$ cat src/rtl/fetch_unit.sv
// MIPS32 instruction-fetch stage: owns the PC, issues one imem request at a time,
// drops stale responses after a redirect and presents the fetched word to decode.
module fetch_unit #(
   parameter logic [31:0] RESET_PC  = 32'h0000_0000,
   parameter logic [31:0] NOP_INSTR = 32'h0000_0000
) (
   input  logic        clk,
   input  logic        rst_n,
   input  logic        stall_f,
   input  logic        redirect_d,
   input  logic [31:0] redirect_target_d,
   output logic        imem_req,
   output logic [31:0] imem_addr,
   input  logic        imem_ready,
   input  logic        imem_rvalid,
   input  logic [31:0] imem_rdata,
   output logic [31:0] instr_f,
   output logic [31:0] pc_f,
   output logic [31:0] pc_plus_4_f,
   output logic        instr_valid_f
);

   // state   | meaning
   // IDLE    | one cycle after reset, no request
   // REQ     | request for pc on the bus, waiting for imem_ready
   // WAIT    | request accepted, waiting for its response
   // DISCARD | accepted request went stale, swallow its response
   // VALID   | buffer holds the instruction at pc, waiting for decode
   typedef enum logic [2:0] {
      S_IDLE,
      S_REQ,
      S_WAIT,
      S_DISCARD,
      S_VALID
   } state_t;

   state_t      r_state;
   logic [31:0] r_pc;
   logic [31:0] r_buf;
   logic        w_redir;
   logic [31:0] w_target;

   assign w_redir  = redirect_d & ~stall_f;
   assign w_target = {redirect_target_d[31:2], 2'b00};

   always_ff @(posedge clk or negedge rst_n) begin
      if (!rst_n) begin
         r_state <= S_IDLE;
         r_pc    <= RESET_PC;
         r_buf   <= NOP_INSTR;
      end else begin
         case (r_state)
            S_IDLE: begin
               r_state <= S_REQ;
            end
            S_REQ: begin
               if (w_redir) r_pc <= w_target;
               // an accepted request whose address was just replaced is already stale
               if (imem_ready) r_state <= w_redir ? S_DISCARD : S_WAIT;
            end
            S_WAIT: begin
               if (imem_rvalid) begin
                  if (w_redir) begin
                     r_pc    <= w_target;
                     r_state <= S_REQ;
                  end else begin
                     r_buf   <= imem_rdata;
                     r_state <= S_VALID;
                  end
               end else if (w_redir) begin
                  r_pc    <= w_target;
                  r_state <= S_DISCARD;
               end
            end
            S_DISCARD: begin
               if (w_redir) r_pc <= w_target;
               if (imem_rvalid) r_state <= S_REQ;
            end
            S_VALID: begin
               if (w_redir) begin
                  r_pc    <= w_target;
                  r_state <= S_REQ;
               end else if (!stall_f) begin
                  r_pc    <= r_pc + 32'd4;
                  r_state <= S_REQ;
               end
            end
            default: r_state <= S_IDLE;
         endcase
      end
   end

   assign imem_req      = (r_state == S_REQ);
   assign imem_addr     = r_pc;
   assign instr_valid_f = (r_state == S_VALID);
   assign instr_f       = instr_valid_f ? r_buf : NOP_INSTR;
   assign pc_f          = r_pc;
   assign pc_plus_4_f   = r_pc + 32'd4;

endmodule

$ cat config.mk
export PLATFORM = sky130hd
export DESIGN_NAME = fetch_unit
export DESIGN_NICKNAME = d
export VERILOG_FILES = /design/src/rtl/fetch_unit.sv
export SDC_FILE = /design/constraint.sdc
export NUM_CORES = 1
export LEC_CHECK = 0
export BUFFER_PORTS_ARGS = -buffer_cell sky130_fd_sc_hd__buf_2
export CAP_MARGIN = 20
export CORE_ASPECT_RATIO = 0.9
export CORE_MARGIN = 2
export CORE_UTILIZATION = 35
export DETAILED_ROUTE_END_ITERATION = 8
export PLACE_DENSITY = 0.67
export REMOVE_ABC_BUFFERS = 1
export SLEW_MARGIN = 25
export SYNTH_ARGS = -nofsm -noshare
export SYNTH_HDL_FRONTEND = slang
export SYNTH_SLANG_ARGS = --single-unit
$ cat constraint.sdc
create_clock -name clk -period 3.9 [get_ports clk]
set_input_delay 0.78 -clock clk [delete_from_list [all_inputs] [get_ports clk]]
set_output_delay 0.78 -clock clk [all_outputs]
set_load 0.02 [all_outputs]
== Word-level counts from Yosys, hierarchy flattened ==
Cells that the tools add are included.

* Register bits after elaboration: 67
* Latch bits: 0
* Memory bits (writable): 0
* Bits in read-only memories: 0
* Input port bits: 70
* Output and inout port bits: 130
* Word-level logic and storage cells: 36
* Memories: 0

* Add/sub/neg operators: 1
* Multiply operators: 0
* Div/mod/pow operators: 0
* $lt $le $gt $ge: 0
* Equal/unequal tests: 9
* Shift operators: 0
* Mux-type cells: 14
* Bitwise operators: 3
* Reductions and logical operators: 6

{| class="wikitable"
|+ Operator list
! kind !! count
|-
| two-way mux 32 bit || 4
|-
| one-hot mux 32 bit (2 select lines) || 1
|-
| adder 32 x 3 -> 32 bit, second input constant || 1
|-
| two-way mux 3 bit || 7
|-
| one-hot mux 3 bit (5 select lines) || 1
|-
| == test 3 x 2 -> 1 bit, second input constant || 2
|-
| AND reduction 3 bit || 2
|-
| != test 2 x 1 -> 1 bit, second input constant || 2
|-
| AND reduction 4 bit || 1
|-
| == test 3 x 1 -> 1 bit, second input constant || 1
|-
| == test 3 bit, second input constant || 1
|-
| zero test 3 bit || 1
|-
| != test 3 x 2 -> 1 bit, second input constant || 1
|-
| != test 3 bit, second input constant || 1
|-
| OR reduction 3 bit || 1
|-
| != test 2 bit, second input constant || 1
|-
| NOT 1 bit || 2
|-
| nonzero test 2 bit || 1
|-
| bitwise AND 1 bit || 1
|-
| two-way mux 1 bit || 1
|}

== Longest topological paths before layout ==
* Depth in word-level cells: 5
* Gate-level depth with buffers: 9
* Gate-level depth less buffers: 6

== Least setup slack after synthesis ==
No wires, ideal clock.

* Kind: flip-flop to output port
* From: register r_pc[2], in the netlist imem_addr[2]
* To: output pc_plus_4_f[18]
* Arrival time: 2127 ps
* Required time: 3120 ps
* Setup slack: 993 ps
* Cell stages (with the launch flop): 7
* Path buffers: 1
* Path through: dfrtp_1 > ha_1 > nand3_1 > or2_1 > clkbuf_1 > or4_4 > xnor2_1

* Longest elaborated chain between the ends: 1

{| class="wikitable"
|+ Ends and longest elaborated chain
! what !! line !! text
|-
| from (decl) || 38 || <nowiki>logic [31:0] r_pc;</nowiki>
|-
| from (signal assigned) || 57 || <nowiki>if (w_redir) r_pc <= w_target;</nowiki>
|-
| from (signal assigned) || 64 || <nowiki>r_pc <= w_target;</nowiki>
|-
| from (signal assigned) || 71 || <nowiki>r_pc <= w_target;</nowiki>
|-
| adder 32 x 3 -> 32 bit || 98 || <nowiki>assign pc_plus_4_f = r_pc + 32'd4;</nowiki>
|-
| to (decl) || 19 || <nowiki>output logic [31:0] pc_plus_4_f,</nowiki>
|}

No other way between the ends.

== Worst setup path after layout ==
Ends and elaborated chain as after synthesis.

==> summary.md <==
| Metric | Value |
|---|---|
| Status | `completed` |
| # port buffers | `roughly 190` |
| Worst-skew pair later-pin latency | `~0.32 ns` |
| Met2 layer usage reported by global route | `29.23%` |
| Largest net degree at the start of global routing | `44` |
| DIE WIDTH | `118.9 um` |
| Required time worst endpoint | `3.12 ns` |
| Main area contributors after synthesis | `dfrtp_1, mux2_2, buf_4` |
| WL/cell | `15.18 um` |
| Synth Cell Area | `slightly above 4000 um2` |
| Row cnt | `37` |
| RSZ-0062 raised after global routing | `false` |
| Startpoint types | `flop` |
| P_leak | `around 2.5 nW` |
| Critical Path Stages | `6` |
| CTS Hold Bufs | `0` |
| DRT Wirelength | `~11000 um` |
| First-pass GRT wire length | `roughly 18000 um` |
| Final min period | `3.200 ns` |
| Initial DRC count | `164` |
| CTS Sinks | `65` |
| Ys async rst share | `between 90% and 100%` |
| Placer Congestion | `roughly 0.77` |
| HP Class | `in -> async` |
| Post-CTS Repair Setup Buffers | `0` |
| CTS tree | `built` |
| Synth Flop Type | `dfrtp_1` |
| GRT met3 Usage | `2.913%` |
| Synthesis-stage register bit count | `65` |
| Endpoints failing hold | `0` |
| Cell taking the most area after synthesis | `dfrtp_1` |
| H-tree Lvls | `3` |
| CP delay by family, top | `simple AND/OR/NAND/NOR gates` |
| Power Density | `793.3 nW/um2` |
| GRT Overall Usage | `17.35%` |
| Initial antenna violation count | `0` |
| Nets@finish | `660` |
| Worst VDD drop | `502.7 uV` |
| Area share of and/or/nand/nor cells after synthesis | `21.87%` |
| Layout cells sized above 1 | `42.91%` |
| Final Max Tran Viols | `0` |
| Critical path cell sequence | `ha_1 > nand3_1 > or2_1 > or4_4 > xnor2_1 > buf_2` |
| Largest family of logic cells by synthesized area | `simple AND/OR/NAND/NOR gates` |
| Synth Area in Adders | `less than 1%` |
| Worst hold slack | `0.4248 ns` |
| Mapped Cells | `between 400 and 500` |
| Post-DRT Antenna Nets | `0` |
| Slew @ Worst Pin | `0.8887 ns` |
| Setup_tns | `0 ns` |
| Crit share post-route | `82.05%` |
| TritonCTS Buffers | `9` |
| Vias | `3742` |
| N_diodes | `0` |
| Clock Path Buffers | `2` |
| Final HPWL DP | `roughly 8400 um` |
| Syn_area_per_cell | `9.431 um2` |
| Global route hottest layer | `met2` |
| Most frequent cell after synthesis | `dfrtp_1` |
| Synth top cells by count | `dfrtp_1, nand2_1, buf_4` |
| Post-synthesis mux area share | `10.89%` |
| Die Y | `roughly 110 um` |
| Vias/cell | `5.003` |
| CP max stage delay | `0.49 ns` |
| Max-slew headroom | `40.62%` |
| M1 GR Usage | `22.49%` |
| Layout area overhead | `25.78%` |
| Crit. End Element | `primary output` |
| CP bufs+invs | `1` |
| TritonRoute pass-1 iters | `4` |
| Io pins | `200` |
| CTS Root Cell | `clkbuf_16` |
| XOR/XNOR Fraction of Synth Area | `under 10%` |
| Critical path peak fanout | `8` |
| Vias in the first global route | `3496` |
| Sequential area share after synthesis | `39.11%` |
| MaxCap Viol Count | `0` |
| Worst setup path category | `reg -> out` |
| GRT overflow | `0` |
| Share of the synthesized area in the top cell type | `39.11%` |
| Critical Path AT | `2.42 ns` |
| Clk pin slew, worst setup/hold paths | `0.05 ns` |
| Die area | `approximately 13000 um2` |
| Post-synth EDFFs | `0` |
| Worst Skew | `0.005029 ns` |
| R2R cell count | `4` |
| Complex-gate fraction of the synthesized area | `a little under an eighth` |
| Core area | `about 12000 um2` |
| Drc violations | `0` |
| Cts repair resizes | `0` |
| F_max | `0.3125 GHz` |
| Distinct cells, synth | `55` |
| Slowest cell on the critical path | `dfrtp_1` |
| Ys Warns | `0` |
| Initial core utilization | `36.08%` |
| Final setup fails | `0` |
[worst paths after layout]
path                              start              end  slack [ns]
setup / recovery           imem_addr[2]  pc_plus_4_f[18]        0.70
min in group clk               r_buf[5]         r_buf[5]        0.49
hold / removal                    rst_n         r_buf[8]        0.42
setup reg to reg             r_state[1]    imem_addr[31]        1.33
hold reg to reg                r_buf[5]         r_buf[5]        0.49
max in group asynchronous         rst_n    imem_addr[29]        2.51
[routing by layer]
layer	vias up	wire length [um]
met2	130	5516
met3	16	582
met5	-	0
met1	1790	5020
met4	0	236
li1	1806	-
[state kept, by name (all words and copies together), names as in the netlist]
name and cells:
imem_addr 30, r_buf 32, r_state 3
[cell usage in the layout, fill, tap and decap left out, types with 18 or more instances in the layout]
cell type,Yosys,routed
buf_2,14,191
a21oi_1,19,19
dfrtp_1,65,65
mux2_2,34,34
and2_1,32,32
nand2_1,39,39
nand3_1,18,18
nor2_1,22,22
xnor2_1,24,24
[final cells by class]
type | count | area [um2]
clock buffer | 10 | 229.0
timing repair buffer | 197 | 1013
tap | 156 | 195.2
sequential | 65 | 1627
fill | 1123 | 6296
clock inverter | 4 | 22.52
multi-input combinational | 309 | 2113
inverter | 7 | 31.28
[power by group]
group | switching, mW | leakage (nW) | internal (mW)
Combinational | 1.20 | 1.64 | 0.813
Clock | 0.277 | 0.124 | 0.419
Sequential | 0.433 | 0.770 | 1.00
[per-stage QoR]
stage	std cells	cell area, um2	worst slack (ns)	power (mW)	util [%]
6_report	748	5231	0.7001	4.150	45.38
5_1_grt	748	5231	0.5482	4.412	45.38
4_1_cts	748	5230	0.6761	4.196	45.37
3_5_place_dp	734	4979	1.035	3.484	43.19
3_3_place_gp	733	4959	1.066	3.426	43.02
2_1_floorplan	381	3770	0.9248	2.713	-
[cells by family after synthesis]
family | count (synthesis)
other cells | 1
fa+ha+maj | 1
xor+xnor | 28
flops | 65
buf+inv | 72
compound gates | 69
mux | 41
simple gates | 164
[worst reg2reg max path, stage by stage (launching register included)]
cell and delay [ns]:
dfrtp_1 0.44, or3b_1 0.59, a21oi_4 0.78, a21boi_1 0.15, or4_1 0.49
Power figures use the tool's default switching activity.
